File: src/rtl/vec_check_pkg.sv
// vec_check_pkg: shared lane count, error-counter width, checker states and lane-select helper.
package vec_check_pkg;
    localparam int LANES = 4;
    localparam int ERR_W = 16;

    typedef enum logic [1:0] {S_WARMUP, S_CHECK, S_DONE} check_state_t;

    // Lowest set bit index of a per-lane miscompare mask.
    function automatic logic [1:0] low_lane(input logic [LANES-1:0] m);
        logic [1:0] l;
        l = 2'd0;
        for (int i = LANES - 1; i >= 0; i--)
            if (m[i]) l = 2'(i);
        return l;
    endfunction
endpackage

File: src/rtl/vec_delay.sv
// vec_delay: LATENCY-stage shift register for {valid, 4 expected lanes}; only the valid bits are cleared.
module vec_delay
    import vec_check_pkg::*;
#(
    parameter int WIDTH   = 8,
    parameter int LATENCY = 2
) (
    input  logic                   clock,
    input  logic                   reset,
    input  logic                   in_valid,
    input  logic [LANES*WIDTH-1:0] in_data,
    output logic                   out_valid,
    output logic [LANES*WIDTH-1:0] out_data
);
    localparam int DW = LANES * WIDTH;

    logic [LATENCY-1:0]    v_q, v_d;
    logic [LATENCY*DW-1:0] d_q, d_d;

    // Truncating casts drop the oldest stage and also cover LATENCY == 1.
    always_comb begin
        v_d = LATENCY'({v_q, in_valid});
        d_d = (LATENCY*DW)'({d_q, in_data});
    end

    always_ff @(posedge clock or negedge reset)
        if (!reset) v_q <= '0;
        else        v_q <= v_d;

    always_ff @(posedge clock)
        d_q <= d_d;

    assign out_valid = v_q[LATENCY-1];
    assign out_data  = d_q[LATENCY*DW-1 -: DW];
endmodule

File: config.mk
export PLATFORM = sky130hd
export DESIGN_NAME = vec_delay
export DESIGN_NICKNAME = d
export VERILOG_FILES = /design/src/rtl/vec_check_pkg.sv /design/src/rtl/vec_delay.sv
export SDC_FILE = /design/constraint.sdc
export NUM_CORES = 1
export LEC_CHECK = 0
export CAP_MARGIN = 40
export CORE_MARGIN = 2
export CORE_UTILIZATION = 43
export DETAILED_ROUTE_END_ITERATION = 8
export PLACE_DENSITY = 0.91
export SLEW_MARGIN = 20
export SYNTH_ARGS = -nofsm -noshare
export SYNTH_HDL_FRONTEND = slang
export SYNTH_SLANG_ARGS = --single-unit
File: constraint.sdc
create_clock -name clock -period 1.4 [get_ports clock]
set_input_delay 0.28 -clock clock [delete_from_list [all_inputs] [get_ports clock]]
set_output_delay 0.28 -clock clock [all_outputs]
set_load 0.005 [all_outputs]
==> impl_metrics.yaml <==
setup_path:
  crit_chain: "dlygate4sd2_1"
  critPathLaunchType: "flip-flop"
  cp_data_arrival_time_ns: 1.00
  cp_top_family: "flip-flops"
  crit_buf_inv: 1
  required_ns: 1.12
  endpoint_kind: "output port"
  worst_path_max_delay_cell: "dfrtp_1"
  path_class: "flip-flop to output port"
  slowest_delay_ns: 0.37
  path_max_fanout: 1
clocking:
  clk_pin_slew_ns: 0.10
  cts.sinks: 66
  clock_latency_ns: 0.38
  cts-root-buf: "clkbuf_4"
  post_cts_buffers: 0
  cts_tree: "built"
  cts_buffer_depth: 2
  htreeDepth: 3
  cts_buffers: 9
timing:
  period_share: 0.915
  finClkSkew_ns: 0.00518
  setup_viol: 0
  report.final.slew_viol_count: 0
  fin_setup_tns_ns: 0
  rsz0062_at_grt: "no"
  fmax_ghz: 0.781
  hold_violations: 0
  fin_crit_ns: 1.28
  worst_slew_pin_slew_ns: 0.117
  relSlewSlack: 0.922
global_route:
  grt_max_degree: 13
  grt_pass1_wl_um: 3410
  grt_pass1_vias: 793
  antenna_found_initial: 0
  overflow: 0
  grt.total_usage: 0.122
synthesis:
  synth_area_leader_cell: "dfxtp_1"
  synth-main-ff-cell: "dfxtp_1"
  ys_top_cells_by_area: "dfxtp_1, buf_4, dfrtp_1"
  synth_top_area_frac: 0.815
  syn_nets: 133
  synthTopCellsByCount: "dfxtp_1, buf_4, dfrtp_1"
  yosysMostFrequentCell: "dfxtp_1"
  synth-seq-cells: 66
  syn_inst: 98
  yosysUniqueCellTypes: 3
  synth_area_per_cell_sq_um: 16.0
  netlist_area_sq_um: 1570
  ys_seq_area_frac: 0.847
  synth-edff-count: 0
  yosysWarnings: 0
  postSynth.asyncResetShare: 0.0303
routing:
  drt_iter0_drc: 23
  wl_um: 2230
  viasPerCell: 3.71
  ant_nets: 0
  wl_per_cell_um: 11.4
  drc: 0
  firstDrtPassIters: 4
  vias: 728
placement:
  port_buffers: 67
  gp_congestion: 0.622
  dp.cells: 179
  dp_hpwl_um: 1650
power_and_ir_drop:
  power_uw: 3560
  p_leak_uw: 0.000952
  p_per_area_nw_per_um2: 1620
  vdd_ir_drop_max_uv: 1060
run_status:
  status: "completed"
finish:
  seqCellArea_sq_um: 1340
  final_cells: 196
  drive_above_1_share: 0.133
  multi_input_area_sq_um: 0
  nMultiInputCombCells: 0
  insertedDiodeCount: 0
  final_nets: 180
  num-fill-cells: 266
  syn2layout_area_growth_pct: 40.3
flow_run:
  drv_cap: 0
die:
  fp.dieW_um: 64.5
  initial_core_util: 0.460
  io-pin-count: 68
  rows: 21
  die_h_um: 64.5
  core-area_sq_um: 3420
  dieArea_sq_um: 4150
min_path:
  hp-class: "input pin to flip-flop"
worst paths after layout:
check	to	start	slack (ns)	depth (start not counted)
setup / recovery	out_valid	v_q[1]	0.12	1
hold / removal	d_q[9]	in_data[9]	0.33	1
hold reg to reg	d_q[46]	d_q[14]	0.33	0
max in group asynchronous	v_q[1]	reset	0.67	2
min in group asynchronous	v_q[0]	reset	0.61	2
setup reg to reg	v_q[1]	v_q[0]	0.91	0
cells by family (layout without fill, tap and decap cells):
kind of cell	count (synthesis)	after routing	synth area share
flip-flops	66	66	0.847
buffers and inverters	32	84	0.153
state kept, by name, summed over array words and instances, names as in the netlist:
signal  count
v_q         2
d_q        64
repair_timing:
item | CTS | global route
resized for setup | 37 | 0
hold buffers | 0 | 1
endpoints found under the hold margin | 0 | 1
endpoints found under the setup margin | 33 | 0
layer usage:
layer  track usage  vias to the layer above  wire length (um)
li1              -                      363                 -
met1        0.0933                      317               752
met2         0.197                       46              1220
met3         0.122                        2               246
met4        0.0638                        0                11
met5             0                        -                 0
stage by stage:
step	cell area (sq um)	setup WS, ns	utilization	hold WS [ns]
6_report	2200	0.119	0.645	0.328
3_3_place_gp	2060	0.320	0.603	0.311
5_1_grt	2200	0.0381	0.645	0.265
3_5_place_dp	2060	0.318	0.603	0.312
4_1_cts	2190	0.0694	0.642	0.0110
2_1_floorplan	1570	0.727	-	-0.0156
layout make-up:
cell class	instances	share of cell area
Timing Repair Buffer	68	0.290
Tap cell	46	0.0261
Clock inverter	6	0.0409
Clock buffer	10	0.0369
Sequential cell	66	0.606
cell usage in the layout (no fill, tap or decap), drive strengths merged:
cell type       n
dfxtp          64
clkdlybuf4s50  34
dlygate4sd2    33
clkbuf         10
clkinvlp        4
bufinv          2
dfrtp           2
dlygate4sd3     1
power by group:
group	internal, uW	switching [uW]
clock network	772	625
logic	129	38.7
registers	1980	21.6
total	2880	685
(Power assumes the default switching activity.)
